$ cat config.mk
export PLATFORM = sky130hd
export DESIGN_NAME = fetch_unit_flat
export DESIGN_NICKNAME = d
export VERILOG_FILES = /design/src/rtl/fetch_unit_pkg.sv /design/src/rtl/fetch_unit_if.sv /design/src/rtl/fetch_unit_fifo.sv /design/src/rtl/fetch_unit.sv /design/src/flat_wrapper.sv
export SDC_FILE = /design/constraint.sdc
export NUM_CORES = 1
export LEC_CHECK = 0
export ABC_AREA = 1
export CELL_PAD_IN_SITES_DETAIL_PLACEMENT = 0
export CELL_PAD_IN_SITES_GLOBAL_PLACEMENT = 1
export CORE_ASPECT_RATIO = 1.4
export CORE_MARGIN = 2
export CORE_UTILIZATION = 37
export DETAILED_ROUTE_END_ITERATION = 10
export PLACE_DENSITY_LB_ADDON = 0.1
export SYNTH_ARGS = -nofsm -noshare
export SYNTH_HDL_FRONTEND = slang
export SYNTH_SLANG_ARGS = --single-unit
$ cat constraint.sdc
create_clock -name clk -period 2.74 [get_ports clk]
set_clock_uncertainty 0.15 [all_clocks]
set_input_delay 0.822 -clock clk [delete_from_list [all_inputs] [get_ports clk]]
set_output_delay 0.822 -clock clk [all_outputs]
set_load 0.01 [all_outputs]
$ cat src/rtl/fetch_unit_pkg.sv
// Shared types and helpers for the instruction fetch stage.
package fetch_unit_pkg;

  localparam int unsigned XLEN = 32;
  localparam logic [XLEN-1:0] NOP_INSTR = 32'h0000_0013;

  typedef struct packed {
    logic [XLEN-1:0] pc;
    logic [XLEN-1:0] instr;
  } t_fetch_entry;

  function automatic logic [XLEN-1:0] align_pc(input logic [XLEN-1:0] pc);
    return {pc[XLEN-1:2], 2'b00};
  endfunction

endpackage

$ cat src/rtl/fetch_unit_if.sv
// Fetch stage bus bundle: instruction memory request/response, redirect, and decode handshake.
interface fetch_unit_if;

  logic        imem_req_valid;
  logic        imem_req_ready;
  logic [31:0] imem_req_addr;
  logic        imem_rsp_valid;
  logic [31:0] imem_rsp_data;
  logic        redirect_valid;
  logic [31:0] redirect_pc;
  logic        dec_valid;
  logic        dec_ready;
  logic [31:0] dec_instr;
  logic [31:0] dec_pc;
  logic [31:0] dec_pc_plus4;

  modport master (
    output imem_req_valid, imem_req_addr, dec_valid, dec_instr, dec_pc, dec_pc_plus4,
    input  imem_req_ready, imem_rsp_valid, imem_rsp_data, redirect_valid, redirect_pc, dec_ready
  );

  modport slave (
    input  imem_req_valid, imem_req_addr, dec_valid, dec_instr, dec_pc, dec_pc_plus4,
    output imem_req_ready, imem_rsp_valid, imem_rsp_data, redirect_valid, redirect_pc, dec_ready
  );

endinterface

$ cat src/rtl/fetch_unit_fifo.sv
// Synchronous power-of-two FIFO with flush; push into a full FIFO is only legal alongside a pop.
module fetch_unit_fifo #(
  parameter int unsigned DEPTH = 2,
  parameter type         T     = logic [31:0]
) (
  input  logic                     clk,
  input  logic                     rst,
  input  logic                     push,
  input  logic                     pop,
  input  logic                     flush,
  input  T                         push_data,
  output T                         head,
  output logic                     full,
  output logic                     empty,
  output logic [$clog2(DEPTH):0]   count
);

  localparam int unsigned AW = $clog2(DEPTH);
  localparam int unsigned CW = AW + 1;

  T              mem_q [DEPTH];
  T              mem_d [DEPTH];
  logic [AW-1:0] rd_ptr_q, rd_ptr_d;
  logic [AW-1:0] wr_ptr_q, wr_ptr_d;
  logic [CW-1:0] cnt_q, cnt_d;
  logic          do_push, do_pop;

  assign empty   = (cnt_q == '0);
  assign full    = (cnt_q == CW'(DEPTH));
  assign count   = cnt_q;
  assign head    = mem_q[rd_ptr_q];
  assign do_pop  = pop && !empty;
  assign do_push = push && (!full || do_pop);

  always_comb begin
    mem_d    = mem_q;
    rd_ptr_d = rd_ptr_q;
    wr_ptr_d = wr_ptr_q;
    cnt_d    = cnt_q;
    if (flush) begin
      rd_ptr_d = '0;
      wr_ptr_d = '0;
      cnt_d    = '0;
    end else begin
      if (do_push) begin
        mem_d[wr_ptr_q] = push_data;
        wr_ptr_d        = wr_ptr_q + AW'(1);
      end
      if (do_pop) rd_ptr_d = rd_ptr_q + AW'(1);
      cnt_d = cnt_q + CW'(do_push) - CW'(do_pop);
    end
  end

  always_ff @(posedge clk) begin
    if (rst) begin
      for (int i = 0; i < int'(DEPTH); i++) mem_q[i] <= '0;
      rd_ptr_q <= '0;
      wr_ptr_q <= '0;
      cnt_q    <= '0;
    end else begin
      mem_q    <= mem_d;
      rd_ptr_q <= rd_ptr_d;
      wr_ptr_q <= wr_ptr_d;
      cnt_q    <= cnt_d;
    end
  end

  a_no_overflow: assert property (@(posedge clk) disable iff (rst)
    !(push && full && !pop && !flush));

endmodule

$ cat src/rtl/fetch_unit.sv
// Instruction fetch stage: credit-limited in-order imem reads, PC-tagged instruction queue, redirect flush.
module fetch_unit
  import fetch_unit_pkg::*;
#(
  parameter logic [31:0] RESET_PC   = 32'h0000_0000,
  parameter int unsigned FIFO_DEPTH = 2
) (
  input logic          clk,
  input logic          rst,
  fetch_unit_if.master bus
);

  localparam int unsigned CW = $clog2(FIFO_DEPTH) + 1;
  localparam int unsigned SW = CW + 1;

  logic [31:0]   pc_q, pc_d;
  logic [CW-1:0] inflight_cnt_q, inflight_cnt_d;
  logic [CW-1:0] drop_cnt_q, drop_cnt_d;

  logic          req_valid, accept, rsp_drop, rsp_keep, tag_pop, dec_valid, dec_pop;
  logic [31:0]   tag_pc;
  logic          tag_full, tag_empty;
  logic [CW-1:0] tag_count;
  t_fetch_entry  q_head, q_push_data;
  logic          q_full, q_empty;
  logic [CW-1:0] q_count;
  logic          unused_status;

  // Credit: every outstanding request already owns a queue slot.
  assign req_valid = !rst && ((SW'(inflight_cnt_q) + SW'(q_count)) < SW'(FIFO_DEPTH));
  assign accept    = req_valid && bus.imem_req_ready;
  assign rsp_drop  = bus.imem_rsp_valid && (drop_cnt_q != '0);
  assign rsp_keep  = bus.imem_rsp_valid && (drop_cnt_q == '0) && !bus.redirect_valid;
  assign tag_pop   = bus.imem_rsp_valid && (drop_cnt_q == '0);
  assign dec_valid = !rst && !q_empty;
  assign dec_pop   = dec_valid && bus.dec_ready;

  assign q_push_data = '{pc: tag_pc, instr: bus.imem_rsp_data};

  always_comb begin
    pc_d           = pc_q;
    drop_cnt_d     = drop_cnt_q;
    inflight_cnt_d = inflight_cnt_q + CW'(accept) - CW'(bus.imem_rsp_valid);
    if (accept)   pc_d       = pc_q + 32'd4;
    if (rsp_drop) drop_cnt_d = drop_cnt_q - CW'(1);
    // Everything still outstanding after this cycle belongs to the old stream.
    if (bus.redirect_valid) begin
      pc_d       = align_pc(bus.redirect_pc);
      drop_cnt_d = inflight_cnt_d;
    end
  end

  always_ff @(posedge clk) begin
    if (rst) begin
      pc_q           <= RESET_PC;
      inflight_cnt_q <= '0;
      drop_cnt_q     <= '0;
    end else begin
      pc_q           <= pc_d;
      inflight_cnt_q <= inflight_cnt_d;
      drop_cnt_q     <= drop_cnt_d;
    end
  end

  fetch_unit_fifo #(.DEPTH(FIFO_DEPTH), .T(logic [31:0])) u_tag_fifo (
    .clk       (clk),
    .rst       (rst),
    .push      (accept),
    .pop       (tag_pop),
    .flush     (bus.redirect_valid),
    .push_data (pc_q),
    .head      (tag_pc),
    .full      (tag_full),
    .empty     (tag_empty),
    .count     (tag_count)
  );

  fetch_unit_fifo #(.DEPTH(FIFO_DEPTH), .T(t_fetch_entry)) u_instr_fifo (
    .clk       (clk),
    .rst       (rst),
    .push      (rsp_keep),
    .pop       (dec_pop),
    .flush     (bus.redirect_valid),
    .push_data (q_push_data),
    .head      (q_head),
    .full      (q_full),
    .empty     (q_empty),
    .count     (q_count)
  );

  assign unused_status = ^{tag_full, tag_empty, tag_count, q_full};

  assign bus.imem_req_valid = req_valid;
  assign bus.imem_req_addr  = pc_q;
  assign bus.dec_valid      = dec_valid;
  assign bus.dec_instr      = q_head.instr;
  assign bus.dec_pc         = q_head.pc;
  assign bus.dec_pc_plus4   = q_head.pc + 32'd4;

endmodule

$ cat src/flat_wrapper.sv
// flat-port wrapper written by rule: the top's interface ports become plain ports
module fetch_unit_flat import fetch_unit_pkg::*;
#(
  parameter logic [31:0] RESET_PC   = 32'h0000_0000,
  parameter int unsigned FIFO_DEPTH = 2
)
  (clk, rst, bus_imem_req_valid, bus_imem_req_addr, bus_dec_valid, bus_dec_instr, bus_dec_pc, bus_dec_pc_plus4, bus_imem_req_ready, bus_imem_rsp_valid, bus_imem_rsp_data, bus_redirect_valid, bus_redirect_pc, bus_dec_ready);
  fetch_unit_if bus_i ();
  input logic clk;
  input logic rst;
  output wire logic [$bits(bus_i.imem_req_valid)-1:0] bus_imem_req_valid;
  output wire logic [$bits(bus_i.imem_req_addr)-1:0] bus_imem_req_addr;
  output wire logic [$bits(bus_i.dec_valid)-1:0] bus_dec_valid;
  output wire logic [$bits(bus_i.dec_instr)-1:0] bus_dec_instr;
  output wire logic [$bits(bus_i.dec_pc)-1:0] bus_dec_pc;
  output wire logic [$bits(bus_i.dec_pc_plus4)-1:0] bus_dec_pc_plus4;
  input wire logic [$bits(bus_i.imem_req_ready)-1:0] bus_imem_req_ready;
  input wire logic [$bits(bus_i.imem_rsp_valid)-1:0] bus_imem_rsp_valid;
  input wire logic [$bits(bus_i.imem_rsp_data)-1:0] bus_imem_rsp_data;
  input wire logic [$bits(bus_i.redirect_valid)-1:0] bus_redirect_valid;
  input wire logic [$bits(bus_i.redirect_pc)-1:0] bus_redirect_pc;
  input wire logic [$bits(bus_i.dec_ready)-1:0] bus_dec_ready;
  assign bus_imem_req_valid = bus_i.imem_req_valid;
  assign bus_imem_req_addr = bus_i.imem_req_addr;
  assign bus_dec_valid = bus_i.dec_valid;
  assign bus_dec_instr = bus_i.dec_instr;
  assign bus_dec_pc = bus_i.dec_pc;
  assign bus_dec_pc_plus4 = bus_i.dec_pc_plus4;
  assign bus_i.imem_req_ready = bus_imem_req_ready;
  assign bus_i.imem_rsp_valid = bus_imem_rsp_valid;
  assign bus_i.imem_rsp_data = bus_imem_rsp_data;
  assign bus_i.redirect_valid = bus_redirect_valid;
  assign bus_i.redirect_pc = bus_redirect_pc;
  assign bus_i.dec_ready = bus_dec_ready;
  fetch_unit #(.RESET_PC(RESET_PC), .FIFO_DEPTH(FIFO_DEPTH)) u_core (.clk(clk), .rst(rst), .bus(bus_i));
endmodule
==> results by group, run 1 <==
Status
  • Status: finished with violations
  • Failing checks: negative setup slack

Worst setup path
  • Setup slack, reg-to-reg: between 0.3 and 0.4 ns
  • WP data required: approximately 1.8 ns
  • Worst EP arrival: ~2.3 ns
  • Crit path max fanout: 6
  • Worst setup SP type: register
  • CP max-delay cell: dfxtp_4
  • CP Class: reg2out
  • Delay of the slowest critical-path stage: approximately 0.4 ns
  • Reg2reg path depth: 12
  • Crit. End Element: output pin
  • Crit-path cells: buf_8 -> buf_6 -> o21ai_4 -> buf_6 -> inv_2 -> nor2_4 -> nand2_1 -> nor2_2 -> nand2_1 -> xnor2_1 -> buf_2

Die
  • IO Pins: 200
  • Total die area: about 0.032 mm2
  • Core Region: 0.02984 mm2
  • Row cnt: between 70 and 80
  • Die height: 209.5 um
  • Starting density of the core: a little under two fifths
  • Die X: 150.8 um

STA
  • Slew Viols, Final: 0
  • Achievable clock frequency: around 0.30 GHz
  • Final setup fails: 62
  • RSZ-0062 raised after global routing: yes
  • Slew HR: 56.16%
  • Fin crit period: 3.305 ns
  • Final worst slack: -0.5651 ns
  • WHS: around 0.29 ns
  • Period utilization: 120.6%
  • Fin. Hold Viols: 0
  • Worst Tran Pin Value: between 0.6 and 0.7 ns

Placed design
  • Post-DP Area: ~0.014 mm2
  • Gpl congestion: roughly 0.87
  • PortBufs: roughly 190
  • Hpwl dp: around 24 mm
  • Pre-CTS setup slack: -0.4898 ns
  • Placed Cells: between 2k and 2.5k

Detailed routing
  • TritonRoute pass-1 iters: 5
  • Final wirelength: roughly 35 mm
  • DR vias/cell: around 4.8
  • Wirelength per Cell: 14.83 um
  • Post-route ant nets: 0
  • Via count: 11.37k
  • # DRC: 0
  • DR iter-0 viols: around 600

Synthesis
  • #FFs+latches synth: between 200 and 250
  • Count of cell types in the netlist: 37
  • Seq/Total Area, Yosys: between 40% and 50%
  • Yosys warns: 0
  • Syn avg cell area: 6.752 um2
  • Mapped cell area: 0.01116 mm2
  • Cell count after synthesis: between 1.5k and 2k

Hold path
  • Worst min path class: reg2reg
  • Worst Hold Depth: 2

CTS
  • # hold bufs at CTS: 0
  • Inserted Clock Buffers: 25
  • Clock latency on the worst-skew pair: between 0.5 and 0.6 ns
  • Root Buffer: clkbuf_16
  • Reg clk slew, reported paths: 0.06 ns
  • # H-tree levels: 1
  • Clock Path Buffers: 3
  • Clock Sinks: between 200 and 250
  • CTS tree: done

Pwr
  • Peak supply drop: approximately 0.00035 V
  • Logic gate share of total power: a little under a fifth
  • Internal power: ~0.0062 W
  • Pwr Density: between 500 and 600 mW/mm2
  • Lkg Pwr: about 6.6 nW
  • Switching power total: roughly 0.0023 W
  • Sequential share of power: a little over two fifths
  • Clock power frac: between 30% and 40%
  • Sw Share: 27.08%

Global route
  • Initial antenna violation count: 0
  • GR Overflow Total: 0
  • Vias in the first global route: 11.15k
  • First-pass GRT wire length: 56.50 mm
  • Overall Global Routing Usage: 22.00%
  • Largest net degree at the start of global routing: 63

Layout
  • Fillers: ~3k
  • Post-route cell area: 0.01637 mm2
  • Final antenna diode count: 0
  • Final instance count without filler cells: approximately 2.4k
  • Area grow syn2layout: 46.65%
  • Layout net count: between 2k and 2.5k
  • Final Core Density: 54.85%
  • Multi-input logic area: 0.006108 mm2
  • Register Area: around 0.0045 mm2
  • Share of cells above drive strength 1: between 20% and 30%

Job
  • Max cap viols: 0
-- path summary, 6_finish.rpt --
check | start | to
max | u_core.u_instr_fifo.rd_ptr_q$_SDFFE_PP0N_ | bus_dec_pc_plus4[17]
min | u_core.u_tag_fifo.mem_q[4]$_SDFFE_PP0P_ | u_core.u_tag_fifo.mem_q[4]$_SDFFE_PP0P_
max reg2reg | u_core.u_instr_fifo.count[0]$_SDFF_PP0_ | u_core.u_tag_fifo.count[1]$_SDFF_PP0_
min reg2reg | u_core.u_tag_fifo.mem_q[4]$_SDFFE_PP0P_ | u_core.u_tag_fifo.mem_q[4]$_SDFFE_PP0P_
-- kinds of logic after synthesis --
logic type / count (synthesis) / synth area share (%)
AND/OR/NAND/NOR: 651 / 23.76
AO/OA/AOI/OAI: 434 / 20.90
buffers and inverters: 302 / 11.31
flip-flops: 226 / 40.54
XOR/XNOR: 29 / 2.276
adder cells (fa/ha/maj): 10 / 1.188
other: 1 / 0.03360
-- layer usage --
metal | part of all wire, % | global-route usage, % | up-vias
met5 | 0 | 0 | -
met2 | 50 | 38.13 | 229
li1 | - | - | 5887
met3 | 4.1 | 2.739 | 55
met4 | 2.8 | 7.573 | 0
met1 | 44 | 27.99 | 5199
-- synth_stat cells, drive strengths merged --
cell,instances,area share (%)
nand3,52,2.4
nand3b,8,0.61
or2,4,0.22
nor2,155,5.5
conb,1,0.034
a21oi,208,9.3
ha,9,1.0
dfxtp,226,41
clkinv,1,0.034
fa,1,0.18
clkbuf,58,2.0
nand2,416,14
nand4,7,0.39
a31oi,7,0.39
o21ai,216,11
nor3,6,0.31
xnor2,10,0.78
and2,3,0.17
xor2,19,1.5
buf,39,2.5
o211ai,1,0.067
o21a,1,0.067
a221oi,1,0.078
inv,204,6.9
-- power by group through the flow --
stage / clock, W / sequential [W] / combinational, W
2_1_floorplan: 0 / 0.00360 / 0.000662
3_3_place_gp: 0 / 0.00361 / 0.00146
3_5_place_dp: 0 / 0.00361 / 0.00147
4_1_cts: 0.00345 / 0.00355 / 0.00152
5_1_grt: 0.00357 / 0.00356 / 0.00172
6_report: 0.00336 / 0.00355 / 0.00156
-- registers in the layout, indices dropped and copies added (netlist names) --
register,count
u_core.u_instr_fifo.mem_q,124
u_core.u_tag_fifo.mem_q,60
u_core.bus.imem_req_addr,30
u_core.drop_cnt_q,2
u_core.inflight_cnt_q,2
u_core.u_instr_fifo.count,2
u_core.u_tag_fifo.count,2
u_core.u_instr_fifo.rd_ptr_q,1
u_core.u_instr_fifo.wr_ptr_q,1
u_core.u_tag_fifo.rd_ptr_q,1
u_core.u_tag_fifo.wr_ptr_q,1
-- cell type report --
class                      instances  area share (%)
sequential                       226           27.68
multi-input combinational       1130           37.32
timing repair buffer             381           22.25
tap                              385           2.943
inverter                         205           4.717
clock inverter                    11          0.6116
clock buffer                      35           4.480
-- placed cells by master, fill, tap and decap left out, types with 4 or more instances in the layout --
master,netlist,routed
inv_2,4,13
inv_1,200,190
buf_2,21,62
o21ai_1,4,13
buf_16,0,5
clkinv_2,0,6
clkbuf_2,0,5
dfxtp_1,226,223
ha_1,9,8
nand2_1,410,376
nand2_2,6,28
nor2_2,13,16
nand3_2,2,4
nand3_1,50,47
buf_4,12,108
nand4_1,7,7
a21oi_1,208,208
nand3b_1,6,6
or2_2,4,4
clkbuf_8,0,7
xnor2_2,0,4
a31oi_1,7,7
xor2_1,19,19
o21ai_0,188,155
nor2_1,142,113
o21ai_2,17,17
nor2_4,0,26
buf_6,4,72
clkbuf_16,0,29
buf_12,1,18
nand2_4,0,11
clkdlybuf4s50_1,0,96
xnor2_1,10,6
o21ai_4,7,31
clkdlybuf4s15_1,0,5
conb_1,1,6
-- metrics by stage --
| stage | total power [W] | setup TNS [ns] |
|---|---|---|
| finish | 0.008468 | -17.90 |
| global route | 0.008854 | -23.93 |
| CTS | 0.008518 | -17.88 |
| detailed placement | 0.005087 | -11.32 |
| global placement | 0.005071 | -10.66 |
| floorplan | 0.004264 | 0 |
-- worst max-delay path, delay by kind of cell, from the launching register on --
| kind | cells | cell delay, ns |
|---|---|---|
| flip-flops | 1 | 0.40 |
| AO/OA/AOI/OAI | 1 | 0.27 |
| XOR/XNOR | 1 | 0.14 |
| AND/OR/NAND/NOR | 4 | 0.39 |
| buffers and inverters | 5 | 0.61 |
-- repair_timing --
item                                    CTS  global route
cloned                                    5             4
setup buffers                            39            24
pin swaps                                72            42
resized for setup                       570            95
endpoints found under the setup margin   93            88
Note: power is estimated with default switching activity, not from simulation.
==> run 2: changes to the inputs <==
Settings changed: CTS_BUF_LIST from default to sky130_fd_sc_hd__clkbuf_16.
==> run 2 against run 1 <==
Compared with the run above: the run still ends with negative setup slack left; largest power group unchanged; clock-buffer cell count down 10; register-to-register slack hardly changed; total power down 2.2%; hold slack worse by 0.00052 ns; highest routed layer unchanged; core utilization increased by 0.66 points; critical path depth is the same; via count up 0.51%; non-clock buffer count up 7; fmax decreased by 1.3%; setup slack lost 0.044 ns.
==> results by group, run 2 (same netlist as run 1, synthesis figures left out) <==
Die
  • Core Region: 0.02984 mm2
  • Starting density of the core: ~37%
  • IO Pins: 200
  • Die X: roughly 150 um
  • Total die area: about 0.032 mm2
  • Row cnt: 75
  • Die height: around 210 um

Pwr
  • Sw Share: 27.82%
  • Lkg Pwr: ~6.9 nW
  • Pwr Density: roughly 500 mW/mm2
  • Switching power total: between 0.002 and 0.0025 W
  • Peak supply drop: around 0.00035 V
  • Internal power: roughly 0.006 W
  • Clock power frac: a little under two fifths
  • Sequential share of power: ~43%
  • Logic gate share of total power: between 10% and 20%

Detailed routing
  • Via count: about 11k
  • # DRC: 0
  • DR iter-0 viols: 600
  • Post-route ant nets: 0
  • DR vias/cell: around 4.8
  • Wirelength per Cell: about 15 um
  • Final wirelength: between 30 and 40 mm
  • TritonRoute pass-1 iters: 5

Global route
  • GR Overflow Total: 0
  • Overall Global Routing Usage: a little over a fifth
  • Initial antenna violation count: 0
  • Vias in the first global route: ~11k
  • Largest net degree at the start of global routing: between 60 and 70
  • First-pass GRT wire length: between 50 and 60 mm

Worst setup path
  • Worst EP arrival: approximately 2.4 ns
  • Crit. End Element: output pin
  • Worst setup SP type: register
  • WP data required: 1.77 ns
  • Crit path max fanout: 6
  • CP Class: reg2out

CTS
  • Clock latency on the worst-skew pair: 0.53 ns
  • Root Buffer: clkbuf_16
  • Clock Sinks: between 200 and 250
  • Clock Path Buffers: 3
  • # hold bufs at CTS: 0
  • CTS tree: done
  • Reg clk slew, reported paths: about 0.060 ns
  • # H-tree levels: 1
  • Inserted Clock Buffers: 25

STA
  • Achievable clock frequency: around 0.30 GHz
  • Worst Tran Pin Value: between 0.6 and 0.7 ns
  • Slew HR: a little under three fifths
  • Slew Viols, Final: 0
  • Fin. Hold Viols: 0
  • Final worst slack: -0.6094 ns
  • Fin crit period: between 3 and 4 ns
  • Final setup fails: slightly above 70
  • RSZ-0062 raised after global routing: yes
  • WHS: about 0.29 ns
  • Period utilization: 122.2%

Layout
  • Final instance count without filler cells: around 2.4k
  • Area grow syn2layout: 48.42%
  • Commonest non-fill, non-tap cell in the layout: nand2_1
  • Share of cells above drive strength 1: 25.76%
  • Final Core Density: 55.51%
  • Max reg flops: around 120
  • Layout net count: 2,056
  • Most frequent cells in the layout: nand2_1 (355), dfxtp_1 (223), a21oi_1 (208)
  • Final antenna diode count: 0
  • Largest Register: u_core.u_instr_fifo.mem_q

Job
  • Max cap viols: 0

Hold path
  • Worst min path class: reg2reg

Status
  • Status: finished with violations
  • Failing checks: negative setup slack

Placed design
  • Placed Cells: 2,273
  • PortBufs: about 190
  • Gpl congestion: 0.8680
  • Hpwl dp: around 24 mm
-- run 2: changes by cell type in the layout (fill, tap and decap cells not counted), moves of 4 or more --
cell,change
buf_6,+8
clkbuf_16,+4
clkbuf_8,-7
clkinv_1,+7
nand2_1,-21
nand2_2,+10
nand2_4,+11
-- run 2: routing by layer --
layer	up-vias	track usage, %	wire length (um)
li1	5899	-	-
met1	5246	27.75	15680
met2	228	38.12	17850
met3	55	2.804	1495
met4	0	7.606	988
met5	-	0	0
-- run 2: per-stage QoR --
| step | setup WS (ns) | total power (W) | instance area, um2 | setup TNS [ns] |
|---|---|---|---|---|
| 2_1_floorplan | 0.02548 | 0.004264 | 11190 | 0 |
| 3_5_place_dp | -0.4898 | 0.005087 | 14300 | -11.32 |
| 6_report | -0.6094 | 0.008283 | 16560 | -19.19 |
| 4_1_cts | -0.5709 | 0.008311 | 15840 | -16.44 |
| 3_3_place_gp | -0.4673 | 0.005071 | 14300 | -10.66 |
| 5_1_grt | -0.7461 | 0.008661 | 16560 | -25.18 |
-- run 2: worst max-delay path, stage by stage, from the launching register on --
cell and delay, ns:
dfxtp_4 0.40, buf_12 0.17, buf_16 0.15, o21ai_4 0.25, nand2_2 0.13, nor2_4 0.12
buf_4 0.13, nand2_1 0.06, nor3_2 0.14, nand3_1 0.09, nand2_1 0.07, buf_2 0.12
-- run 2: what timing repair did --
| item | 4_1_cts | 5_1_grt |
|---|---|---|
| pin swaps | 71 | 67 |
| endpoints found under the setup margin | 93 | 90 |
| gates resized for setup | 564 | 141 |
| cloned | 4 | 10 |
| setup buffers | 39 | 23 |
| endpoints found under the hold margin | 0 | 0 |
-- run 2: power by group through the flow --
stage,clock network [W],logic [W],registers [W]
after CTS,0.00324,0.00152,0.00355
final,0.00315,0.00158,0.00355
after detailed placement,0,0.00147,0.00361
after floorplan,0,0.000662,0.00360
after global placement,0,0.00146,0.00361
after global routing,0.00336,0.00174,0.00357
-- run 2: path summary, 6_finish.rpt --
check	startpoint	to	slack, ns	cells past startpoint
worst max-delay path	u_core.u_instr_fifo.rd_ptr_q$_SDFFE_PP0N_	bus_dec_pc_plus4[24]	-0.61	11
worst min-delay path	u_core.u_tag_fifo.mem_q[4]$_SDFFE_PP0P_	u_core.u_tag_fifo.mem_q[4]$_SDFFE_PP0P_	0.29	2
worst min register to register	u_core.u_tag_fifo.mem_q[4]$_SDFFE_PP0P_	u_core.u_tag_fifo.mem_q[4]$_SDFFE_PP0P_	0.29	2
worst max register to register	u_core.u_instr_fifo.count[0]$_SDFF_PP0_	u_core.u_tag_fifo.count[1]$_SDFF_PP0_	0.35	12
-- run 2: final cells by class --
| type | count | area [um2] |
|---|---|---|
| Fill cell | 2975 | 13280 |
| Multi-Input combinational cell | 1130 | 6256 |
| Tap cell | 385 | 481.7 |
| Clock inverter | 21 | 137.6 |
| Timing Repair Buffer | 388 | 3761 |
| Clock buffer | 25 | 625.6 |
| Inverter | 205 | 772.0 |
| Sequential cell | 226 | 4531 |
==> run 3: changes to the inputs <==
Settings changed: CORE_MARGIN 2 to default, CTS_CLUSTER_SIZE from default to 24, GPL_ROUTABILITY_DRIVEN from default to 0.
==> run 3 against run 2 <==
Compared with the run above: the flow still finishes with violations (negative setup slack); first-iteration DRC count grew 18%; die area shrank 2.3%; total power grew 0.57%; hold slack gained 0.0045 ns; cell area grew 0.69%; register-to-register slack lost 0.10 ns; clock power is essentially flat; flip-flop and latch count is the same; sequential power is essentially flat; setup slack gained 0.015 ns; highest routed layer unchanged.
==> results by group, run 3 (same netlist as run 1, synthesis figures left out) <==
Detailed routing
  • # DRC: 0
  • Post-route ant nets: 0
  • TritonRoute pass-1 iters: 5
  • Wirelength per Cell: between 10 and 15 um
  • Via count: 11.45k
  • Final wirelength: 35.42 mm
  • DR iter-0 viols: a little over 700
  • DR vias/cell: slightly below 5

Hold path
  • Min-delay src: u_core.u_tag_fifo.mem_q[8]$_SDFFE_PP0P_
  • Worst min path class: reg2reg

STA
  • Achievable clock frequency: 0.2999 GHz
  • Slew HR: between 50% and 60%
  • RSZ-0062 raised after global routing: yes
  • Fin. Hold Viols: 0
  • Final worst slack: -0.5945 ns
  • Slew Viols, Final: 0
  • Final setup fails: 39
  • Fin crit period: 3.335 ns
  • Period utilization: 121.7%
  • Worst Tran Pin Value: approximately 0.7 ns

CTS
  • Clock latency on the worst-skew pair: between 0.5 and 0.6 ns
  • Clock Sinks: 226
  • Reg clk slew, reported paths: ~0.06 ns
  • Clock Path Buffers: 3
  • CTS tree: done
  • Inserted Clock Buffers: 24
  • Root Buffer: clkbuf_16
  • # H-tree levels: 1

Layout
  • Commonest non-fill, non-tap cell in the layout: nand2_1
  • Max reg flops: approximately 120
  • Layout net count: a little over 2k
  • Final instance count without filler cells: 2,372
  • Share of cells above drive strength 1: 24.95%
  • Final antenna diode count: 0
  • Most frequent cells in the layout: nand2_1 (350), dfxtp_1 (225), a21oi_1 (208)
  • Area grow syn2layout: 49.44%
  • Largest Register: u_core.u_instr_fifo.mem_q

Placed design
  • Placed Cells: about 2.3k
  • PortBufs: 191
  • Hpwl dp: around 23 mm
  • Pre-CTS setup slack: -0.4128 ns

Global route
  • Overall Global Routing Usage: 22.44%
  • First-pass GRT wire length: 56.04 mm
  • Vias in the first global route: ~11k
  • Largest net degree at the start of global routing: between 100 and 150
  • Initial antenna violation count: 0
  • GR Overflow Total: 0

Worst setup path
  • Crit path to: bus_dec_pc_plus4[14]
  • Delay of the slowest critical-path stage: 0.38 ns
  • Worst EP arrival: 2.36 ns
  • WP data required: around 1.8 ns
  • Crit path max fanout: 4
  • Crit-path cells: buf_6 -> buf_6 -> o21ai_4 -> nand2_4 -> nor2_4 -> nand2_4 -> nor2_4 -> buf_6 -> xor2_1 -> buf_2
  • CP dominant cell by count: buf_6
  • Setup slack, reg-to-reg: 0.25 ns
  • Reg2reg end: u_core.u_tag_fifo.count[1]$_SDFF_PP0_
  • Origin of the worst setup path: u_core.u_instr_fifo.rd_ptr_q$_SDFFE_PP0N_
  • Reg2reg path depth: 13
  • CP max-delay cell: dfxtp_4
  • Worst setup SP type: register
  • Worst reg2reg path startpoint: u_core.u_instr_fifo.count[0]$_SDFF_PP0_
  • CP Class: reg2out
  • Crit. End Element: output pin

Status
  • Failing checks: negative setup slack
  • Status: finished with violations

Die
  • Row cnt: 74
  • Total die area: approximately 0.031 mm2
  • Die height: between 200 and 250 um
  • Die X: 148.8 um
  • Starting density of the core: a little under two fifths
  • IO Pins: 200
  • Core Region: around 0.03 mm2

Pwr
  • Lkg Pwr: about 7.2 nW
  • Peak supply drop: between 0.0004 and 0.0005 V
  • Pwr Density: 499.5 mW/mm2

Job
  • Max cap viols: 0
-- run 3: worst min-delay path by stage --
stage                                                              to  slack (ns)  cells after the start
after CTS                     u_core.u_tag_fifo.mem_q[8]$_SDFFE_PP0P_        0.30                      2
after detailed placement  u_core.u_instr_fifo.mem_q[126]$_SDFFE_PP0P_        0.28                      2
after floorplan           u_core.u_instr_fifo.mem_q[126]$_SDFFE_PP0P_        0.27                      2
after global placement    u_core.u_instr_fifo.mem_q[127]$_SDFFE_PP0P_        0.28                      2
after global routing       u_core.u_instr_fifo.mem_q[88]$_SDFFE_PP0P_        0.31                      2
final                         u_core.u_tag_fifo.mem_q[8]$_SDFFE_PP0P_        0.29                      2
-- run 3: per-stage QoR --
stage / area [um2] / hold slack [ns] / TNS (ns) / total power (W) / util (%)
after floorplan: 11190 / 0.2700 / 0 / 0.004264 / -
after global placement: 14240 / 0.2821 / -9.360 / 0.005048 / 48.36
after detailed placement: 14240 / 0.2850 / -9.953 / 0.005064 / 48.36
after CTS: 16160 / 0.2960 / -21.77 / 0.008356 / 54.90
after global routing: 16680 / 0.3133 / -17.41 / 0.008712 / 56.65
final: 16680 / 0.2949 / -14.05 / 0.008330 / 56.65
-- run 3: power by group --
group	leakage, nW	total [W]	switching, W	internal (W)
clock	0.385	0.00317	0.00134	0.00183
sequential	1.84	0.00354	0.0000878	0.00345
combinational	4.99	0.00162	0.000835	0.000790
-- run 3: repair_timing --
action / CTS / global route
cloned: 7 / 0
pin swaps: 58 / 81
endpoints found under the setup margin: 94 / 87
buffers inserted: 43 / 26
hold buffers: 0 / 0
gates resized for setup: 490 / 210
hold endpoints to repair: 0 / 0
-- run 3: layout make-up --
class	instances	area (um2)
Clock buffer	25	625.6
Clock inverter	19	133.9
Fill cell	2860	12760
Inverter	205	779.5
Multi-Input combinational cell	1130	6330
Sequential cell	226	4528
Tap cell	380	475.5
Timing Repair Buffer	387	3806
-- run 3: critical path, delay by kind of cell, from the launching register on --
kind / cells / cell delay [ns]
AO/OA/AOI/OAI: 1 / 0.28
XOR/XNOR: 1 / 0.13
buffers and inverters: 4 / 0.53
flip-flops: 1 / 0.38
AND/OR/NAND/NOR: 4 / 0.53
-- run 3: routing by layer --
metal,track usage [%],routed length (um),vias up
met3,2.110,1389,68
met4,7.108,1158,0
met5,0,0,-
li1,-,-,5903
met2,39.14,17260,269
met1,28.79,15610,5208
